--- config.mk ---
export PLATFORM = sky130hd
export DESIGN_NAME = fifo_reader
export DESIGN_NICKNAME = d
export VERILOG_FILES = /design/src/rtl/fifo_reader_pkg.sv /design/src/rtl/skid_buf2.sv /design/src/rtl/fifo_reader.sv
export SDC_FILE = /design/constraint.sdc
export NUM_CORES = 1
export LEC_CHECK = 0
export ABC_AREA = 0
export BUFFER_PORTS_ARGS = -buffer_cell sky130_fd_sc_hd__clkbuf_2
export CORE_MARGIN = 5
export CORE_UTILIZATION = 57
export CTS_CLUSTER_DIAMETER = 40
export DETAILED_ROUTE_END_ITERATION = 10
export PLACE_DENSITY = 0.84
export SLEW_MARGIN = 40
export SYNTH_ARGS = -nofsm -noshare
export SYNTH_HDL_FRONTEND = slang
export SYNTH_SLANG_ARGS = --single-unit
export TNS_END_PERCENT = 50
--- constraint.sdc ---
create_clock -name i_clk -period 5.9 [get_ports i_clk]
set_clock_uncertainty 0.05 [all_clocks]
set_input_delay 0.59 -clock i_clk [delete_from_list [all_inputs] [get_ports i_clk]]
set_output_delay 0.59 -clock i_clk [all_outputs]
set_load 0.01 [all_outputs]
--- src/rtl/fifo_reader_pkg.sv ---
// fifo_reader_pkg: shared state type and constants for the FIFO drain controller
package fifo_reader_pkg;
  typedef enum logic [1:0] {IDLE, READ, STOPPING} rd_state_t;
  localparam int SKID_DEPTH = 2;
endpackage

--- src/rtl/skid_buf2.sv ---
// skid_buf2: two-entry in-order buffer allowing same-cycle write and pop at any occupancy
module skid_buf2
  import fifo_reader_pkg::*;
#(
  parameter int W = 8,
  localparam int OW = $clog2(SKID_DEPTH + 1)
) (
  input  logic          clk,
  input  logic          rst,
  input  logic          wr_en,
  input  logic [W-1:0]  wr_data,
  input  logic          rd_en,
  output logic [W-1:0]  head,
  output logic [OW-1:0] occ
);
  logic [W-1:0] mem0_q, mem0_d, mem1_q, mem1_d;
  logic [OW-1:0] occ_q, occ_d, wr_idx;
  logic pop;
  always_comb begin
    pop = rd_en && occ_q != '0;
    wr_idx = occ_q - OW'(pop);
    occ_d = wr_idx + OW'(wr_en);
    mem0_d = (wr_en && wr_idx == '0) ? wr_data : pop ? mem1_q : mem0_q;
    mem1_d = (wr_en && wr_idx == OW'(1)) ? wr_data : mem1_q;
    head = mem0_q;
    occ = occ_q;
  end
  always_ff @(posedge clk) begin
    if (rst) begin
      mem0_q <= '0;
      mem1_q <= '0;
      occ_q <= '0;
    end else begin
      mem0_q <= mem0_d;
      mem1_q <= mem1_d;
      occ_q <= occ_d;
    end
  end
endmodule

--- src/rtl/fifo_reader.sv ---
// fifo_reader: pops an upstream FIFO into a skid buffer and emits fixed-length frames downstream
module fifo_reader
  import fifo_reader_pkg::*;
#(
  parameter int DATA_WIDTH = 8,
  parameter int FRAME_LEN = 4,
  parameter int FCNT_WIDTH = 16
) (
  input  logic                  i_clk,
  input  logic                  i_rst,
  input  logic                  i_en,
  input  logic                  i_empty,
  output logic                  o_rd_en,
  input  logic [DATA_WIDTH-1:0] i_data,
  input  logic                  i_full,
  output logic [DATA_WIDTH-1:0] o_data,
  output logic                  o_dv,
  output logic                  o_last,
  output logic [FCNT_WIDTH-1:0] o_frame_cnt,
  output logic                  o_busy
);
  localparam int CW = $clog2(FRAME_LEN);
  localparam logic [CW-1:0] LAST = CW'(FRAME_LEN - 1);
  rd_state_t state_q, state_d;
  logic rd_pend_q, xfer;
  logic [1:0] occ;
  logic [CW-1:0] rd_cnt_q, rd_cnt_d, out_cnt_q, out_cnt_d;
  logic [FCNT_WIDTH-1:0] frame_cnt_q, frame_cnt_d;
  skid_buf2 #(.W(DATA_WIDTH)) u_skid (
    .clk(i_clk),
    .rst(i_rst),
    .wr_en(rd_pend_q),
    .wr_data(i_data),
    .rd_en(xfer),
    .head(o_data),
    .occ(occ)
  );
  always_comb begin
    o_dv = occ != '0;
    xfer = o_dv && !i_full;
    o_last = o_dv && out_cnt_q == LAST;
    o_rd_en = (state_q == READ || (state_q == STOPPING && rd_cnt_q != '0)) && !i_empty
              && (occ - 2'(xfer)) + 2'(rd_pend_q) < 2'd2;
    rd_cnt_d = o_rd_en ? (rd_cnt_q == LAST ? '0 : rd_cnt_q + 1'b1) : rd_cnt_q;
    out_cnt_d = xfer ? (o_last ? '0 : out_cnt_q + 1'b1) : out_cnt_q;
    frame_cnt_d = frame_cnt_q + FCNT_WIDTH'(xfer && o_last);
    state_d = i_en ? READ : (state_q == IDLE || rd_cnt_d == '0) ? IDLE : STOPPING;
    o_busy = state_q != IDLE || o_dv;
    o_frame_cnt = frame_cnt_q;
  end
  always_ff @(posedge i_clk) begin
    if (i_rst) begin
      state_q <= IDLE;
      rd_pend_q <= 1'b0;
      rd_cnt_q <= '0;
      out_cnt_q <= '0;
      frame_cnt_q <= '0;
    end else begin
      state_q <= state_d;
      rd_pend_q <= o_rd_en;
      rd_cnt_q <= rd_cnt_d;
      out_cnt_q <= out_cnt_d;
      frame_cnt_q <= frame_cnt_d;
    end
  end
endmodule

After elaboration in Yosys (flattened, before gate mapping)
Index checks and enable logic that the tools add are counted.
{"block": "totals", "regBits": 41, "latchBits": 0, "mem_bits_rw": 0, "mem_bits_ro": 0, "inputBits": 13, "memories": 0}
{"block": "classes", "n_addsub": 7, "mul": 0, "n_div": 0, "order_cmp": 1, "n_eq_ne": 5, "n_shift": 0, "n_mux": 7, "bitwise_logic": 0, "reduce_logical": 22}
{"op": "$add 16x1->16", "count": 1}
{"op": "$mux 8", "count": 2}
{"op": "$logic_and 1x1->1", "count": 9}
{"op": "$mux 2", "count": 4}
{"op": "$reduce_bool 2->1", "count": 4}
{"op": "$eq 2x2->1 const B", "count": 3}
{"op": "$logic_not 2->1", "count": 3}
{"op": "$add 2x1->2", "count": 2}
{"op": "$add 2x1->2 const B", "count": 2}
{"op": "$eq 2x1->1 const B", "count": 2}
{"op": "$sub 2x1->2", "count": 2}
{"op": "$logic_or 1x1->1", "count": 3}
{"op": "$logic_not 1->1", "count": 2}
{"op": "$lt 2x2->1 const B", "count": 1}
{"op": "$reduce_or 2->1", "count": 1}
{"op": "$mux 1", "count": 1}

Logic depth before layout (Yosys ltp)
{"block": "depth", "depth_word": 11, "ltp_mapped": 9}

By module
From an unflattened synthesis, not the netlist that was laid out.
{"block": "unflattened", "cells_unflattened": 219, "area_unflattened_um2": 1921.8}
{"module": "fifo_reader", "n_inst": 1, "cells_per_inst": 129, "area_per_inst_um2": 1088.5, "seq_area_each_um2": 460.4}
{"module": "skid_buf2", "n_inst": 1, "cells_per_inst": 90, "area_per_inst_um2": 833.3, "seq_area_each_um2": 360.3}

Worst setup path before layout
No wires, ideal clock.
{"block": "synth_timing", "kind": "input to output", "start": "in i_full", "end": "out o_rd_en", "t_arrival_ns": 1.963, "setup_slack_ns": 3.297, "cell_stages": 7, "path_buffers": 1, "path_cell_list": "o21bai_1 clkinv_1 ha_1 nand2b_1 xnor2_1 and2_1 buf_2"}
{"block": "synth_via", "elab_chain_cells": 6}
{"item": "start: declaration", "line": "fifo_reader.sv:15", "text": "input logic i_full,"}
{"item": "$logic_not 1->1", "line": "fifo_reader.sv:40", "text": "xfer = o_dv && !i_full;"}
{"item": "$logic_and 1x1->1", "line": "fifo_reader.sv:40"}
{"item": "via u_skid.rd_en", "line": "skid_buf2.sv:12", "text": "input logic rd_en,"}
{"item": "$sub 2x1->2", "line": "fifo_reader.sv:43", "text": "&& (occ - 2'(xfer)) + 2'(rd_pend_q) < 2'd2;"}
{"item": "$add 2x1->2", "line": "fifo_reader.sv:43"}
{"item": "$lt 2x2->1", "line": "fifo_reader.sv:43"}
{"item": "$logic_and 1x1->1", "line": "fifo_reader.sv:43"}
{"item": "end: declaration", "line": "fifo_reader.sv:13", "text": "output logic o_rd_en,"}
The timed path passes the listed nets, and every way through them passes these cells.

Worst setup path in the final report
{"block": "layout_timing", "start": "reg u_skid.occ_q[1], in the netlist u_skid.occ[1]", "end": "out o_rd_en"}
{"block": "layout_via", "elab_chain_cells": 6}
{"item": "start: declaration", "line": "skid_buf2.sv:17", "text": "logic [OW-1:0] occ_q, occ_d, wr_idx;"}
{"item": "start signal: assignment", "line": "skid_buf2.sv:32", "text": "occ_q <= '0;"}
{"item": "start signal: assignment", "line": "skid_buf2.sv:36", "text": "occ_q <= occ_d;"}
{"item": "$reduce_bool 2->1", "line": "fifo_reader.sv:39", "text": "o_dv = occ != '0;"}
{"item": "$logic_and 1x1->1", "line": "fifo_reader.sv:40"}
{"item": "via u_skid.rd_en", "line": "skid_buf2.sv:12"}
{"item": "$sub 2x1->2", "line": "fifo_reader.sv:43"}
{"item": "$add 2x1->2", "line": "fifo_reader.sv:43"}
{"item": "$lt 2x2->1", "line": "fifo_reader.sv:43"}
{"item": "$logic_and 1x1->1", "line": "fifo_reader.sv:43"}
The timed path passes the listed nets, and every way through them passes these cells.

==> results.md <==
- FF-to-FF Start: u_skid.occ[1]
- Maximum clock rate: 287 MHz
- Initial antenna violation count: 0
- Clk slew on worst S/H paths: 0.11 ns
- Fin nets: 264
- DR pass1 iterations: 4
- Design Power: 602 uW
- # Max-Cap Violations: 0
- Post-Syn Instances: 205
- Post-synth top flop: dfxtp_1
- Avg Synthesized Cell Area: 9.22 sq um
- Synth area leader: dfxtp_1
- Antenna viol nets, final: 0
- Synth unique cells: 37
- Post-CTS Setup Inserts: 0
- # IOs: 41
- Layout Cells excl Fill: 291
- Critical path required time: 5.26 ns
- Worst Hold Class: in2reg
- Setup WS post-layout: 2.41 ns
- Final Instance Area: 2200 sq um
- Worst Max-Slew Pin Slew: 0.668 ns
- Chip height: 67.6 um
- GR Overflow Total: 0
- Final setup viols: 0
- Die W: 67.6 um
- Total wire length: 3660 um
- Port buffer count: 40
- Post-Place Worst Slack: 2.37 ns
- Worst skew pair latency: 0.35 ns
- Area grow syn2layout: 16.4%
- CTS buffer count: 5
- Startpoint Class: flip-flop
- CP arrival: 2.85 ns
- GRT Overall Usage: 18.0%
- Synth area leaders: dfxtp_1 (43%), a311oi_2 (6.4%), nor2_1 (6.4%), mux2i_1 (5.3%), nand2_1 (5.2%)
- Seq/Total Area, Yosys: 43.4%
- Hold_sp: i_en
- Drt via density: 5.17
- Vias: 1,505
- First-pass GRT wire length: 6170 um
- DRC: 0
- Yosys warning count: 0
- Top cell type's share of synthesized area: 43.4%
- Most common cell after layout, fill and taps aside: dfxtp_1
- Post-synth ARST share: 0%
- DR WL/cell: 12.6 um
- Worst-path fanout max: 12
- Core Box Area: 3280 sq um
- Synth Register Bits: 41
- Final HPWL DP: 2650 um
- Pwr/cell area: 274 nW/um^2
- Final RePlAce weighted congestion: 0.761
- Max Slew Vio Count: 0
- Clock sinks: 41
- Placed cell area: 2110 sq um
- Largest net degree at the start of global routing: 42
- Share of cells above drive strength 1: 26.5%
- Worst setup EP type: output pin
- Leak: 0.880 nW
- Die area: 4570 sq um
- Mapped cell area: 1890 sq um
- Fin crit share: 59.1%
- Status: finished, final reports clean
- Clock buffer depth: 2
- Number of synthesized flops with an enable pin: 0
- Hold buffers post-CTS: 0
- Rows: 21
- Most frequent cells in the layout: dfxtp_1 (41), clkbuf_2 (39), nor2_1 (32), nand2_1 (26), mux2i_1 (10)
- Hold slack final: 0.417 ns
- Violation count after the first detailed-route iteration: 110
- CTS tree: built
- Min Tclk post-route: 3.49 ns
- Initial Util: 57.5%
- Worst IR drop on VDD: 0.000179 V
- Final TNS setup: 0 ns
- Placed cells: 283
- Slew Limit Headroom: 55.5%
- Vias in the first global route: 1,444
- Worst setup startpoint: u_skid.occ[1]
- Core Util, Final: 67.0%
- WS Path Type: reg2out
- H-tree depth: 2
- # diodes: 0
- Unrepaired setup endpoints after global routing: no
- Post-Syn Nets: 225
- Post-CTS sizing: 0
- Final hold vios: 0
- CTS Root Cell: clkbuf_4
## layout make-up
type                            count  area (sq um)
Clock buffer                        6          51.3
Clock inverter                      2          37.5
Fill cell                         254          1080
Inverter                            9          33.8
Multi-Input combinational cell    147           996
Sequential cell                    41           821
Tap cell                           46          57.6
Timing Repair Buffer               40           203
## sequential cells by signal, summed over array words and instances, names as in the netlist
signal / count
out_cnt_q: 2
u_skid.mem1_q: 8
u_skid.head: 8
rd_pend_q: 1
state_q: 2
u_skid.occ: 2
o_frame_cnt: 16
rd_cnt_q: 2
## report_power, final
group,switching (mW),internal (mW)
clock,0.0923,0.101
sequential,0.0115,0.290
combinational,0.0659,0.0414
total,0.170,0.432
## Yosys cell counts (all sizes together), types with 4 or more instances
cell type and n:
o21ai 4, nor2 34, a311oi 8, inv 8, mux2i 10, nor2b 7
buf 5, xnor2 7, dfxtp 41, nand2 26, nor3 5, nand4 5
a21oi 6, nand3 4, xor2 6, ha 7
## path summary, 6_finish.rpt
path,end,slack (ns),cells after the start
setup / recovery,o_rd_en,2.41,7
hold / removal,state_q[0],0.42,2
setup reg to reg,u_skid.head[3],2.94,7
hold reg to reg,out_cnt_q[1],0.44,2
## cells by family (layout without fill, tap and decap cells)
| logic type | Yosys count | count (layout) | synth area share (%) |
|---|---|---|---|
| xor+xnor | 13 | 13 | 6.42 |
| buf+inv | 17 | 57 | 4.04 |
| flops | 41 | 41 | 43.4 |
| fa+ha+maj | 7 | 7 | 4.64 |
| compound gates | 22 | 22 | 10.6 |
| mux | 11 | 11 | 5.89 |
| simple gates | 94 | 94 | 25.0 |
## metal layers
metal	wire, um	up-vias	GRT usage [%]
met1	1610	695	20.8
li1	-	773	-
met2	1810	30	30.7
met4	73	0	9.11
met5	0	-	0
met3	167	7	4.49
## worst max-delay path, stage by stage, from the launching register on
cell      delay (ns)
dfxtp_1         0.38
o21bai_2        0.45
clkinv_1        0.41
ha_1            0.45
nand2b_1        0.18
xnor2_1         0.22
and2_1          0.25
clkbuf_2        0.17
(Power assumes the default switching activity.)
